`config.mk`:
```
export PLATFORM = sky130hd
export DESIGN_NAME = huffman_dc_decoder
export DESIGN_NICKNAME = d
export VERILOG_FILES = /design/src/rtl/huffman_dc_decoder.sv
export SDC_FILE = /design/constraint.sdc
export NUM_CORES = 1
export LEC_CHECK = 0
export ABC_AREA = 1
export CORE_ASPECT_RATIO = 1.1
export CORE_MARGIN = 2
export CORE_UTILIZATION = 50
export CTS_BUF_LIST = sky130_fd_sc_hd__clkbuf_4
export CTS_CLUSTER_DIAMETER = 50
export DETAILED_ROUTE_END_ITERATION = 16
export MAX_ROUTING_LAYER = met4
export PLACE_DENSITY = 0.75
export REMOVE_ABC_BUFFERS = 1
export SYNTH_ARGS = -nofsm -noshare
export SYNTH_HDL_FRONTEND = slang
export SYNTH_SLANG_ARGS = --single-unit
```
`constraint.sdc`:
```
create_clock -name clock -period 4.9 [get_ports clock]
set_input_delay 1.225 -clock clock [delete_from_list [all_inputs] [get_ports clock]]
set_output_delay 1.225 -clock clock [all_outputs]
set_load 0.005 [all_outputs]
```
`src/rtl/huffman_dc_decoder.sv`:
```
// JPEG baseline DC symbol decoder: buffers 0..8-bit chunks in an MSB-aligned bit queue.
// Optional macro DC_PREDICTOR_EN adds a running predictor so dc_value carries pred + diff.
module huffman_dc_decoder #(
    parameter int BUF_BITS  = 32,
    parameter int OUT_WIDTH = 12
) (
    input  logic                 clock,
    input  logic                 reset_n,
    input  logic                 in_valid,
    output logic                 in_ready,
    input  logic [7:0]           jpeg_in,
    input  logic [3:0]           jpeg_data_bits,
    input  logic                 is_luminance,
    output logic                 dc_valid,
    input  logic                 dc_ready,
    output logic [3:0]           dc_size,
    output logic [OUT_WIDTH-1:0] dc_value,
    output logic                 err
);
    localparam int CW = $clog2(BUF_BITS + 1);
    localparam logic [OUT_WIDTH-1:0] ONE = {{(OUT_WIDTH-1){1'b0}}, 1'b1};

    typedef enum logic [1:0] {CODE, MAG, OUT, ERR} state_t;

    state_t                state_q, state_d;
    logic [BUF_BITS-1:0]   buf_q, buf_d;
    logic [CW-1:0]         count_q, count_d;
    logic                  lum_q, lum_d;
    logic                  first_q, first_d;
    logic [3:0]            size_q, size_d;
    logic                  dc_valid_q, dc_valid_d;
    logic [3:0]            dc_size_q, dc_size_d;
    logic [OUT_WIDTH-1:0]  dc_value_q, dc_value_d;
    logic                  err_q, err_d;
`ifdef DC_PREDICTOR_EN
    logic [OUT_WIDTH-1:0]  pred_q, pred_d;
`endif

    logic [10:0]           head;
    logic                  lum_eff;
    logic                  hit;
    logic [3:0]            code_len, code_size;
    logic [10:0]           mag;
    logic [OUT_WIDTH-1:0]  mag_ext, diff;
    logic                  accept, bad_beat;
    logic [3:0]            consume, app_n;
    logic [CW-1:0]         cnt_after;

    assign head     = buf_q[BUF_BITS-1 -: 11];
    // Table select is taken live on the first CODE cycle of a symbol, then held.
    assign lum_eff  = first_q ? is_luminance : lum_q;
    assign in_ready = (count_q <= CW'(BUF_BITS - 8)) && (state_q != ERR);
    assign accept   = in_valid && in_ready;
    assign bad_beat = accept && (jpeg_data_bits > 4'd8);

    always_comb begin
        {hit, code_len, code_size} = '0;
        if (lum_eff) begin
            casez (head)
                11'b00?????????: {hit, code_len, code_size} = {1'b1, 4'd2, 4'd0};
                11'b010????????: {hit, code_len, code_size} = {1'b1, 4'd3, 4'd1};
                11'b011????????: {hit, code_len, code_size} = {1'b1, 4'd3, 4'd2};
                11'b100????????: {hit, code_len, code_size} = {1'b1, 4'd3, 4'd3};
                11'b101????????: {hit, code_len, code_size} = {1'b1, 4'd3, 4'd4};
                11'b110????????: {hit, code_len, code_size} = {1'b1, 4'd3, 4'd5};
                11'b1110???????: {hit, code_len, code_size} = {1'b1, 4'd4, 4'd6};
                11'b11110??????: {hit, code_len, code_size} = {1'b1, 4'd5, 4'd7};
                11'b111110?????: {hit, code_len, code_size} = {1'b1, 4'd6, 4'd8};
                11'b1111110????: {hit, code_len, code_size} = {1'b1, 4'd7, 4'd9};
                11'b11111110???: {hit, code_len, code_size} = {1'b1, 4'd8, 4'd10};
                11'b111111110??: {hit, code_len, code_size} = {1'b1, 4'd9, 4'd11};
                default:         {hit, code_len, code_size} = '0;
            endcase
        end else begin
            casez (head)
                11'b00?????????: {hit, code_len, code_size} = {1'b1, 4'd2, 4'd0};
                11'b01?????????: {hit, code_len, code_size} = {1'b1, 4'd2, 4'd1};
                11'b10?????????: {hit, code_len, code_size} = {1'b1, 4'd2, 4'd2};
                11'b110????????: {hit, code_len, code_size} = {1'b1, 4'd3, 4'd3};
                11'b1110???????: {hit, code_len, code_size} = {1'b1, 4'd4, 4'd4};
                11'b11110??????: {hit, code_len, code_size} = {1'b1, 4'd5, 4'd5};
                11'b111110?????: {hit, code_len, code_size} = {1'b1, 4'd6, 4'd6};
                11'b1111110????: {hit, code_len, code_size} = {1'b1, 4'd7, 4'd7};
                11'b11111110???: {hit, code_len, code_size} = {1'b1, 4'd8, 4'd8};
                11'b111111110??: {hit, code_len, code_size} = {1'b1, 4'd9, 4'd9};
                11'b1111111110?: {hit, code_len, code_size} = {1'b1, 4'd10, 4'd10};
                11'b11111111110: {hit, code_len, code_size} = {1'b1, 4'd11, 4'd11};
                default:         {hit, code_len, code_size} = '0;
            endcase
        end
    end

    // size 0 yields mag 0 and diff 0 for either head MSB, so no special case is needed.
    assign mag     = head >> (4'd11 - size_q);
    assign mag_ext = OUT_WIDTH'(mag);
    assign diff    = head[10] ? mag_ext : mag_ext - ((ONE << size_q) - ONE);

    always_comb begin
        state_d    = state_q;
        lum_d      = lum_q;
        first_d    = first_q;
        size_d     = size_q;
        dc_valid_d = dc_valid_q;
        dc_size_d  = dc_size_q;
        dc_value_d = dc_value_q;
        err_d      = err_q;
        consume    = '0;
`ifdef DC_PREDICTOR_EN
        pred_d     = pred_q;
`endif
        case (state_q)
            CODE: begin
                lum_d   = lum_eff;
                first_d = 1'b0;
                if (hit && (count_q >= CW'(code_len))) begin
                    consume = code_len;
                    size_d  = code_size;
                    state_d = MAG;
                end else if (count_q >= CW'(lum_eff ? 4'd9 : 4'd11)) begin
                    err_d   = 1'b1;
                    state_d = ERR;
                end
            end
            MAG: begin
                if (count_q >= CW'(size_q)) begin
                    consume    = size_q;
                    dc_size_d  = size_q;
`ifdef DC_PREDICTOR_EN
                    dc_value_d = pred_q + diff;
`else
                    dc_value_d = diff;
`endif
                    dc_valid_d = 1'b1;
                    state_d    = OUT;
                end
            end
            OUT: begin
                if (dc_ready) begin
                    dc_valid_d = 1'b0;
                    first_d    = 1'b1;
                    state_d    = CODE;
`ifdef DC_PREDICTOR_EN
                    pred_d     = dc_value_q;
`endif
                end
            end
            default: ;
        endcase
        if (bad_beat) begin
            err_d      = 1'b1;
            dc_valid_d = 1'b0;
            state_d    = ERR;
        end
    end

    // Consumption comes off the old head; the new chunk lands right behind what remains.
    always_comb begin
        app_n     = (accept && !bad_beat) ? jpeg_data_bits : 4'd0;
        cnt_after = count_q - CW'(consume);
        buf_d     = (buf_q << consume)
                  | (({jpeg_in, {(BUF_BITS-8){1'b0}}} << (4'd8 - app_n)) >> cnt_after);
        count_d   = cnt_after + CW'(app_n);
    end

    always_ff @(posedge clock) begin
        if (!reset_n) begin
            state_q    <= CODE;
            buf_q      <= '0;
            count_q    <= '0;
            lum_q      <= 1'b0;
            first_q    <= 1'b1;
            size_q     <= '0;
            dc_valid_q <= 1'b0;
            dc_size_q  <= '0;
            dc_value_q <= '0;
            err_q      <= 1'b0;
`ifdef DC_PREDICTOR_EN
            pred_q     <= '0;
`endif
        end else begin
            state_q    <= state_d;
            buf_q      <= buf_d;
            count_q    <= count_d;
            lum_q      <= lum_d;
            first_q    <= first_d;
            size_q     <= size_d;
            dc_valid_q <= dc_valid_d;
            dc_size_q  <= dc_size_d;
            dc_value_q <= dc_value_d;
            err_q      <= err_d;
`ifdef DC_PREDICTOR_EN
            pred_q     <= pred_d;
`endif
        end
    end

    assign dc_valid = dc_valid_q;
    assign dc_size  = dc_size_q;
    assign dc_value = dc_value_q;
    assign err      = err_q;
endmodule

```
==> results.py <==
metrics = {
    "outcome": {
        "status": "finished, final reports clean",
    },
    "synth": {
        "synth-compound-area-share": 0.143,
        "synth_adder_area_share": 0.0968,
        "synthXorXnorAreaFrac": 0.00785,
        "ys_warn_count": 0,
        "ys_ff_latch": 64,
        "yosys.area.top_type_share": 0.191,
        "synth_simple_gate_area_frac": 0.450,
        "syn_avg_cell_area_um2": 5.84,
        "ys_types": 46,
        "synth_edf_count": 0,
        "synthTopCellsByCount": "nand2_1 (315), nand3_1 (255), inv_1 (110), a21oi_1 (71)",
        "async_reset_ff_frac": 0,
        "yosys.area.top_type": "dfxtp_1",
        "netlist_area_mm2": 0.00670,
        "syn_inst": 1146,
        "synth_ff_type": "dfxtp_1",
        "synth_top_family_by_area": "simple AND/OR/NAND/NOR gates",
        "synth_most_common_cell": "nand2_1",
        "ys_seq_area_frac": 0.191,
        "netlist_top_cells_area": "dfxtp_1 (19%), nand3_1 (19%), nand2_1 (18%)",
        "muxShareOfSynthArea": 0.00149,
    },
    "global_route": {
        "grt_max_degree": 36,
        "grt.busiest_layer": "met2",
        "grt_antenna_before_repair": 1,
        "overflow": 0,
        "use_met1": 0.393,
        "grt_pass1_vias": 6927,
        "grt_usage": 0.287,
        "use_met2": 0.442,
        "grt_use_met3": 0.0334,
        "grt_pass1_wl_um": 32800,
    },
    "placed_design": {
        "gp_congestion": 0.975,
        "port_buffers": 35,
        "pre_cts_ws_ns": -0.331,
        "dp_cells": 1352,
        "post_dp_cell_area_mm2": 0.00749,
        "dp_hpwl_um": 15000,
    },
    "timing": {
        "fmax_mhz": 216,
        "slew-limit-headroom": 0.565,
        "drv_slew": 0,
        "period_minus_slack_ns": 4.63,
        "report.final.setup_viol": 0,
        "worst_pin_slew_ns": 0.652,
        "skew_ns": 0.0156,
        "post-route-period-util": 0.945,
        "hold_viol": 0,
        "rsz0062_at_grt": "yes",
        "setup_slack_ns": 0.271,
        "hold_ws_ns": 0.469,
    },
    "cts": {
        "numCtsBuffers": 9,
        "path_clk_slew_ns": 0.12,
        "insertion_delay_ns": 0.46,
        "clock_path_buffers": 2,
        "cts_tree": "yes",
        "cts_hold_buf": 0,
        "cts.sinks": 64,
        "root_buffer": "clkbuf_4",
        "htree_levels": 3,
    },
    "floorplanning": {
        "fp.dieH_um": 125,
        "start_util": 0.509,
        "core_area_mm2": 0.0132,
        "die_area_mm2": 0.0143,
        "die_w_um": 114,
        "rows": 44,
        "num_io_pins": 36,
    },
    "routing": {
        "wl_per_cell_um": 14.3,
        "drt_first_pass_iters": 6,
        "wirelength_um": 19700,
        "via_per_inst": 5.61,
        "ant_nets": 0,
        "num_vias": 7713,
        "drc": 0,
        "drt_iter0_markers": 570,
    },
    "finish": {
        "final_cells": 1375,
        "drive_above_1_share": 0.0982,
        "areaGrowthSynthToFinish_pct": 14.9,
        "postLayoutCellArea_mm2": 0.00770,
        "final_nets": 1274,
    },
    "setup_path": {
        "critPathLaunch": "is_luminance",
        "cp_data_arrival_time_ns": 4.99,
        "start_kind": "input pin",
        "end_kind": "flop",
        "worstSetupPathType": "in -> reg",
        "crit_fanout": 5,
        "timing.rr.start": "buf_q[31]",
        "cp.required_ns": 5.26,
    },
    "worst_hold_path": {
        "min_path_type": "reg -> reg",
        "hp-start": "dc_size[1]",
    },
    "job": {
        "cap_violations": 0,
    },
}
state kept, by name, indices dropped and copies added, names as in the netlist, 2 cells and up:
register,count
dc_size,4
dc_value,12
size_q,4
buf_q,32
count_q,6
state_q,2
worst paths after layout:
kind,slack (ns),cells after the start,to
min reg2reg,0.47,2,dc_size[1]
max reg2reg,0.59,26,count_q[5]
max,0.27,24,count_q[5]
min,0.47,2,dc_size[1]
kinds of logic (layout without fill, tap and decap cells):
kind of cell | count (synthesis) | count (layout)
AO/OA/AOI/OAI | 172 | 172
XOR/XNOR | 6 | 6
adder cells (fa/ha/maj) | 50 | 50
buffers and inverters | 177 | 243
flip-flops | 64 | 64
multiplexers | 1 | 1
other | 0 | 2
AND/OR/NAND/NOR | 676 | 676
layout by cell type (no fill, tap or decap), drive strengths merged, types with 2 or more instances in the layout:
master | netlist | final
nand3 | 256 | 256
o22ai | 7 | 7
clkbuf | 27 | 11
nand4 | 15 | 15
a221oi | 2 | 2
a31oi | 7 | 7
or2 | 2 | 2
o221ai | 2 | 2
o211ai | 8 | 8
xor2 | 5 | 5
nand3b | 6 | 6
clkinvlp | 0 | 2
nor3 | 7 | 7
a21boi | 2 | 2
dfxtp | 64 | 64
nor2 | 69 | 69
buf | 31 | 73
inv | 114 | 114
clkdlybuf4s50 | 0 | 35
o21bai | 2 | 2
a211oi | 3 | 3
a21oi | 71 | 71
o21ai | 62 | 62
nand2 | 321 | 321
ha | 47 | 47
clkinv | 5 | 8
a22oi | 2 | 2
fa | 3 | 3
diode | 0 | 2
critical path, stage by stage:
cell and delay (ns):
clkdlybuf4s50_1 0.45, nand2_1 0.05, o21ai_1 0.09, buf_4 0.16, nand2_1 0.06, o22ai_2 0.16, ha_1 0.27, a21oi_1 0.18
o2111ai_2 0.19, buf_4 0.17, buf_4 0.13, nand3_2 0.10, o21ai_2 0.09, fa_1 0.45, xnor2_2 0.16, ha_1 0.29
a21oi_1 0.13, inv_1 0.06, a31oi_2 0.16, nor2_1 0.07, inv_1 0.07, a21oi_1 0.07, o21ai_0 0.16, a21oi_1 0.05
layer usage:
layer / vias to the layer above / share of wire
met5: - / 0
met4: 0 / 0.019
met3: 42 / 0.058
met2: 242 / 0.45
met1: 3451 / 0.47
li1: 3978 / -
metrics by stage:
stage                     setup TNS, ns   util
after global routing            -0.0485  0.585
after floorplan                  -38.83      -
after global placement            -3.18  0.569
after detailed placement          -8.13  0.569
after CTS                             0  0.577
final                                 0  0.585
cell type report:
| cell class | count | area, um2 |
|---|---|---|
| inverter | 119 | 450 |
| fill | 1341 | 5460 |
| clock inverter | 5 | 23.8 |
| timing repair buffer | 108 | 915 |
| sequential | 64 | 1280 |
| tap | 161 | 201 |
| multi-input combinational | 905 | 4740 |
| antenna | 2 | 5.00 |
| clock buffer | 11 | 82.6 |
what timing repair did:
item | CTS | global route
resized for setup | 0 | 17
hold endpoints to repair | 0 | 0
setup buffers | 0 | 5
setup endpoints to repair | 0 | 35
Power is left out: the tool's default activity adds up to more than one toggle a clock period on the data nets, which glitch-free logic cannot reach.
